### config.mk
export PLATFORM = sky130hd
export DESIGN_NAME = if_stage
export DESIGN_NICKNAME = d
export VERILOG_FILES = /design/src/rtl/if_stage_pkg.sv /design/src/rtl/if_stage_if_id.sv /design/src/rtl/if_stage.sv
export SDC_FILE = /design/constraint.sdc
export NUM_CORES = 1
export LEC_CHECK = 0
export BUFFER_PORTS_ARGS = -buffer_cell sky130_fd_sc_hd__buf_2
export CAP_MARGIN = 20
export CORE_MARGIN = 5
export CORE_UTILIZATION = 50
export CTS_CLUSTER_DIAMETER = 30
export DETAILED_ROUTE_END_ITERATION = 7
export GPL_TIMING_DRIVEN = 0
export PLACE_DENSITY = 0.84
export SLEW_MARGIN = 20
export SYNTH_ARGS = -nofsm -noshare
export SYNTH_HDL_FRONTEND = slang
export SYNTH_SLANG_ARGS = --single-unit
### constraint.sdc
create_clock -name clock -period 5.45 [get_ports clock]
set_input_delay 0.2725 -clock clock [delete_from_list [all_inputs] [get_ports clock]]
set_output_delay 0.2725 -clock clock [all_outputs]
set_load 0.05 [all_outputs]
### src/rtl/if_stage_pkg.sv
// Shared definitions for the instruction-fetch stage: reset defaults and FSM state encoding.
package if_stage_pkg;

  localparam logic [31:0] RESET_PC_DEFAULT = 32'h0000_0000;
  localparam logic [31:0] NOP_DEFAULT      = 32'h0000_0000;
  localparam logic [31:0] WORD_MASK        = 32'hFFFF_FFFC;

  typedef enum logic [1:0] {
    IDLE  = 2'd0,
    FETCH = 2'd1,
    HOLD  = 2'd2,
    DRAIN = 2'd3
  } state_e;

endpackage

### src/rtl/if_stage_if_id.sv
// IF/ID pipeline register: flush beats hold, hold beats load; otherwise a bubble is loaded.
module IF_ID_Register
  import if_stage_pkg::*;
#(
  parameter logic [31:0] NOP = NOP_DEFAULT
) (
  input  logic        clock,
  input  logic        reset_n,
  input  logic        load,
  input  logic        flush,
  input  logic        hold,
  input  logic [31:0] instr_in,
  input  logic [31:0] pc4_in,
  output logic [31:0] instr_out,
  output logic [31:0] pc4_out,
  output logic        valid_out
);

  logic [31:0] instr_q, instr_d;
  logic [31:0] pc4_q, pc4_d;
  logic        valid_q, valid_d;

  always_comb begin
    instr_d = NOP;
    pc4_d   = '0;
    valid_d = 1'b0;
    if (!flush) begin
      if (hold) begin
        instr_d = instr_q;
        pc4_d   = pc4_q;
        valid_d = valid_q;
      end else if (load) begin
        instr_d = instr_in;
        pc4_d   = pc4_in;
        valid_d = 1'b1;
      end
    end
  end

  always_ff @(posedge clock or negedge reset_n) begin
    if (!reset_n) begin
      instr_q <= NOP;
      pc4_q   <= '0;
      valid_q <= 1'b0;
    end else begin
      instr_q <= instr_d;
      pc4_q   <= pc4_d;
      valid_q <= valid_d;
    end
  end

  assign instr_out = instr_q;
  assign pc4_out   = pc4_q;
  assign valid_out = valid_q;

endmodule

### src/rtl/if_stage.sv
// Instruction-fetch stage: PC, fetch FSM with req/ack memory handshake, stall hold buffer,
// branch/jump redirect, feeding the IF/ID register.
module if_stage
  import if_stage_pkg::*;
#(
  parameter logic [31:0] RESET_PC = RESET_PC_DEFAULT,
  parameter logic [31:0] NOP      = NOP_DEFAULT
) (
  input  logic        clock,
  input  logic        reset_n,
  output logic        imem_req,
  output logic [31:0] imem_addr,
  input  logic        imem_ack,
  input  logic [31:0] imem_rdata,
  input  logic        stall,
  input  logic        BranchTaken,
  input  logic [31:0] PC_Branch,
  input  logic        Jump,
  input  logic [31:0] PC_Jump,
  output logic [31:0] instruction_out,
  output logic [31:0] PC_plus_four_out,
  output logic        valid_out
);

  state_e      state_q, state_d;
  logic [31:0] pc_q, pc_d;
  logic [31:0] drain_addr_q, drain_addr_d;
  logic [31:0] buf_instr_q, buf_instr_d;
  logic [31:0] buf_pc4_q, buf_pc4_d;

  logic        redirect;
  logic [31:0] target;
  logic [31:0] pc_plus4;
  logic        ifid_load, ifid_flush, ifid_hold;
  logic [31:0] ifid_instr, ifid_pc4;

  assign redirect  = BranchTaken | Jump;
  assign target    = (BranchTaken ? PC_Branch : PC_Jump) & WORD_MASK;
  assign pc_plus4  = pc_q + 32'd4;
  assign imem_req  = (state_q == FETCH) || (state_q == DRAIN);
  // While draining, pc_q already holds the redirect target; the bus keeps the abandoned address.
  assign imem_addr = (state_q == DRAIN) ? drain_addr_q : (pc_q & WORD_MASK);

  always_comb begin
    state_d      = state_q;
    pc_d         = pc_q;
    drain_addr_d = drain_addr_q;
    buf_instr_d  = buf_instr_q;
    buf_pc4_d    = buf_pc4_q;
    ifid_flush   = 1'b0;
    ifid_hold    = 1'b1;
    ifid_load    = 1'b0;
    ifid_instr   = imem_rdata;
    ifid_pc4     = pc_plus4;

    if (redirect) begin
      ifid_flush = 1'b1;
      pc_d       = target;
      case (state_q)
        FETCH: begin
          if (imem_ack) begin
            state_d = FETCH;
          end else begin
            state_d      = DRAIN;
            drain_addr_d = imem_addr;
          end
        end
        DRAIN:   state_d = imem_ack ? FETCH : DRAIN;
        default: state_d = FETCH;
      endcase
    end else begin
      case (state_q)
        IDLE: state_d = FETCH;
        FETCH: begin
          if (imem_ack) begin
            pc_d = pc_plus4;
            if (stall) begin
              buf_instr_d = imem_rdata;
              buf_pc4_d   = pc_plus4;
              state_d     = HOLD;
            end else begin
              ifid_hold = 1'b0;
              ifid_load = 1'b1;
            end
          end else if (!stall) begin
            ifid_hold = 1'b0;
          end
        end
        HOLD: begin
          if (!stall) begin
            ifid_hold  = 1'b0;
            ifid_load  = 1'b1;
            ifid_instr = buf_instr_q;
            ifid_pc4   = buf_pc4_q;
            state_d    = FETCH;
          end
        end
        DRAIN: begin
          if (imem_ack) state_d = FETCH;
        end
        default: state_d = IDLE;
      endcase
    end
  end

  always_ff @(posedge clock or negedge reset_n) begin
    if (!reset_n) begin
      state_q      <= IDLE;
      pc_q         <= RESET_PC & WORD_MASK;
      drain_addr_q <= '0;
      buf_instr_q  <= NOP;
      buf_pc4_q    <= '0;
    end else begin
      state_q      <= state_d;
      pc_q         <= pc_d;
      drain_addr_q <= drain_addr_d;
      buf_instr_q  <= buf_instr_d;
      buf_pc4_q    <= buf_pc4_d;
    end
  end

  IF_ID_Register #(
    .NOP (NOP)
  ) u_if_id (
    .clock     (clock),
    .reset_n   (reset_n),
    .load      (ifid_load),
    .flush     (ifid_flush),
    .hold      (ifid_hold),
    .instr_in  (ifid_instr),
    .pc4_in    (ifid_pc4),
    .instr_out (instruction_out),
    .pc4_out   (PC_plus_four_out),
    .valid_out (valid_out)
  );

endmodule
==> flow_metrics.py <==
metrics = {
    "outcome": {
        "status": "completed",
    },
    "critical_path": {
        "path_cells": "ha_1, clkbuf_1, clkbuf_1, mux2_2, buf_2",
        "critical_path.max_stage_delay_ns": 0.57,
        "reg2regPathDepth": 8,
        "startpoint_type": "register",
        "regToRegSetupSlack_ns": 2.61,
        "timing.critical_path.fanout_max": 10,
        "critical-path-top-cell-by-count": "sky130_fd_sc_hd__clkbuf_1",
        "endpoint_kind": "primary output",
        "timing.rr.end": "buf_instr_q[6]",
        "reg2reg_from": "state_q[1]",
        "crit_type": "reg -> out",
        "crit_slowest_cell": "sky130_fd_sc_hd__clkbuf_1",
        "arrival_time_reported_for_the_critical_path_endpoint_ns": 2.75,
        "req_time_crit_path_ns": 5.18,
    },
    "sta": {
        "finalSetupViolations": 0,
        "hold_viol": 0,
        "skew_ns": 0.0108,
        "achievable-frequency_mhz": 331,
        "timing.final.crit_period_ns": 3.02,
        "tightestPinTransition_ns": 0.953,
        "max_slew_margin_pct": 36.0,
        "finalCritPeriodShare_pct": 55.5,
        "fin_setup_tns_ns": 0,
        "rsz_0062_raised_after_global_routing": "no",
        "slew_violations": 0,
    },
    "floorplanning": {
        "rows": 50,
        "pin_count": 200,
        "core_area_sq_um": 18600,
        "start_util_pct": 50.3,
        "design.die.area_sq_um": 21500,
        "die_h_um": 147,
        "die_x_um": 147,
    },
    "route": {
        "initialDrtViolationCount": 578,
        "detail_route.vias_per_cell": 5.72,
        "routed_wire_length_per_instance_um": 18.8,
        "route.detailed.drc": 0,
        "detailroute.via_count": 7765,
        "ant_nets": 0,
        "final_routed_wirelength_mm": 25.5,
        "firstDrtPassIters": 6,
    },
    "logic_synthesis": {
        "yosys.cell_types.count": 46,
        "ys.warnings.count": 0,
        "synthesis.area_per_instance_sq_um": 10.4,
        "synth_edf_count": 0,
        "post_synth_inst_count": 895,
        "seq_area_frac_synth_pct": 51.7,
        "synth.cell_area_sq_um": 9340,
        "synth_ff_type": "sky130_fd_sc_hd__dfrtp_1",
        "synth.net_count": 1001,
        "synth-seq-cells": 193,
        "synthArstFlopShare_pct": 100,
    },
    "clock_network": {
        "clkLatencyLatePin_ns": 0.43,
        "cts_root_buffer": "sky130_fd_sc_hd__clkbuf_16",
        "cts.sinks": 193,
        "clock_tree.htree_level_count": 4,
        "post_cts_resize_count": 0,
        "cts.reportedPaths.clkPinSlew_ns": 0.08,
        "tritoncts": "built",
        "cts_max_path_buffers": 2,
        "tritoncts.num_buffers": 17,
        "setup_bufs_post_cts": 0,
    },
    "place": {
        "place.detailed.hpwl_mm": 18.9,
        "total_placed_instance_area_sq_um": 10700,
        "routabilityCongestion": 0.937,
        "place.port_buffers": 194,
    },
    "final_layout": {
        "layout.filler_cells": 1550,
        "layout_nets": 1217,
        "synthToLayoutAreaGrowth_pct": 20.7,
        "layout-drive-gt1-share_pct": 30.2,
        "insertedDiodeCount": 0,
        "layout.core_utilization_pct": 60.7,
        "finalInstanceArea_sq_um": 11300,
    },
    "global_routing": {
        "first_pass_grt_wire_length_mm": 41.2,
        "maximum_number_of_pins_on_one_net_before_global_route_repair": 91,
        "number_of_antenna_violations_at_the_first_check_in_global_routing": 0,
        "globalRouteOverflowTotal": 0,
        "grt_resource_usage_total_pct": 24.0,
        "first_global_vias": 7785,
    },
    "hold_path": {
        "hold-path-cell-count": 3,
        "worst_hold_startpoint": "PC_Branch[22]",
        "hp-class": "in -> reg",
        "hold_path_end": "pc_q[22]",
    },
    "power_and_ir_drop": {
        "power.ir.vdd_worst_uv": 298,
        "power.density_nw_per_um2": 399,
        "power_leakage_nw": 5.48,
        "post-layout-total-power_mw": 4.50,
    },
    "run": {
        "max_cap_check_violation_count": 0,
    },
}
## Yosys cell counts (all sizes together), types with 10 or more instances
master	number	share of area [%]
nand3	28	1.5
a21oi	27	1.4
mux2	93	11
buf	14	0.70
clkbuf	59	2.4
o21ai	102	5.5
mux2i	38	4.1
nand4	11	0.90
nor3	10	0.54
and3	15	1.0
xnor2	21	2.0
xor2	27	2.5
a22oi	13	1.0
dfrtp	193	52
nand2	124	5.0
and2	10	0.67
nor2	26	1.0
## worst max path at each step
stage | from | to | slack [ns] | cells past startpoint
2_1_floorplan | state_q[0] | drain_addr_q[31] | 2.87 | 5
3_3_place_gp | reset_n | drain_addr_q[28] | 1.0 | 1
3_5_place_dp | state_q[1] | buf_instr_q[1] | 2.66 | 8
4_1_cts | state_q[1] | imem_addr[22] | 2.41 | 5
5_1_grt | state_q[1] | imem_addr[31] | 2.32 | 6
6_report | state_q[1] | imem_addr[20] | 2.43 | 5
## per-stage QoR
step / cells / setup slack [ns] / hold slack (ns)
final: 1358 / 2.43 / 0.0472
after global routing: 1358 / 2.32 / 0.0432
after CTS: 1358 / 2.41 / 0.0333
after detailed placement: 1325 / 2.66 / 0.215
after global placement: 1323 / 0.999 / 0.454
after floorplan: 895 / 2.87 / -0.0231
## what timing repair did
| item | in CTS | in global routing |
|---|---|---|
| hold buffers | 1 | 0 |
| endpoints found under the hold margin | 50 | 0 |
| setup endpoints to repair | 0 | 0 |
## logic make-up (layout without fill, tap and decap cells)
| family | Yosys count | in the layout | share of synthesized area [%] |
|---|---|---|---|
| compound gates | 191 | 191 | 11.9 |
| simple gates | 249 | 249 | 12.7 |
| xor+xnor | 48 | 48 | 4.50 |
| buf+inv | 79 | 308 | 3.31 |
| fa+ha+maj | 4 | 4 | 0.536 |
| mux | 131 | 131 | 15.3 |
| flops | 193 | 193 | 51.7 |
## sequential cells by signal, summed over array words and instances (netlist names)
| register | flops |
|---|---|
| state_q | 2 |
| u_if_id.pc4_out | 32 |
| buf_instr_q | 32 |
| u_if_id.instr_out | 32 |
| u_if_id.valid_out | 1 |
| buf_pc4_q | 32 |
| pc_q | 30 |
| drain_addr_q | 32 |
## worst max-delay path, delay by kind of cell (launching register included)
family,cells,cell delay (ns)
buffers and inverters,3,1.29
muxes,1,0.43
DFF,1,0.41
adders and majority gates,1,0.19
## per-layer routing
metal	GRT usage [%]	part of all wire [%]	vias to the layer above
li1	-	-	3587
met1	33.6	42	3790
met2	38.6	48	354
met3	4.78	8.7	34
met4	5.83	1.4	0
met5	0	0	-
## report_power, final
part	internal [mW]	total (mW)	switching [mW]
Sequential	1.76	1.94	0.180
Combinational	0.480	1.32	0.837
Clock	0.616	1.24	0.622
Total	2.86	4.50	1.64
## cell usage in the layout, fill, tap and decap left out, types with 4 or more instances in the layout
master	n
sky130_fd_sc_hd__nand4_1	10
sky130_fd_sc_hd__o21ai_0	101
sky130_fd_sc_hd__and3_1	15
sky130_fd_sc_hd__and2_1	10
sky130_fd_sc_hd__o21a_1	4
sky130_fd_sc_hd__inv_1	6
sky130_fd_sc_hd__and4_1	5
sky130_fd_sc_hd__nand3_1	28
sky130_fd_sc_hd__clkbuf_16	17
sky130_fd_sc_hd__o22ai_1	8
sky130_fd_sc_hd__a21o_1	6
sky130_fd_sc_hd__nor2_1	26
sky130_fd_sc_hd__clkbuf_1	59
sky130_fd_sc_hd__nand2_1	124
sky130_fd_sc_hd__o221ai_1	9
sky130_fd_sc_hd__xor2_1	27
sky130_fd_sc_hd__a31oi_1	5
sky130_fd_sc_hd__buf_2	203
sky130_fd_sc_hd__a22oi_1	13
sky130_fd_sc_hd__inv_6	5
sky130_fd_sc_hd__mux2_2	93
sky130_fd_sc_hd__ha_1	4
sky130_fd_sc_hd__buf_1	4
sky130_fd_sc_hd__mux2i_1	38
sky130_fd_sc_hd__dfrtp_1	193
sky130_fd_sc_hd__a211oi_1	8
sky130_fd_sc_hd__nor3_1	10
sky130_fd_sc_hd__clkinv_8	6
sky130_fd_sc_hd__xnor2_1	21
sky130_fd_sc_hd__nor2b_1	4
sky130_fd_sc_hd__a21oi_1	27
## final cells by class
class | count | area [sq um] | area share, %
Tap cell | 234 | 293 | 2.60
Inverter | 6 | 22.5 | 0.200
Clock buffer | 17 | 425 | 3.77
Timing Repair Buffer | 197 | 1050 | 9.27
Sequential cell | 193 | 4830 | 42.8
Buffer | 73 | 287 | 2.54
Clock inverter | 15 | 174 | 1.54
Multi-Input combinational cell | 623 | 4200 | 37.3
(Power assumes the default switching activity.)
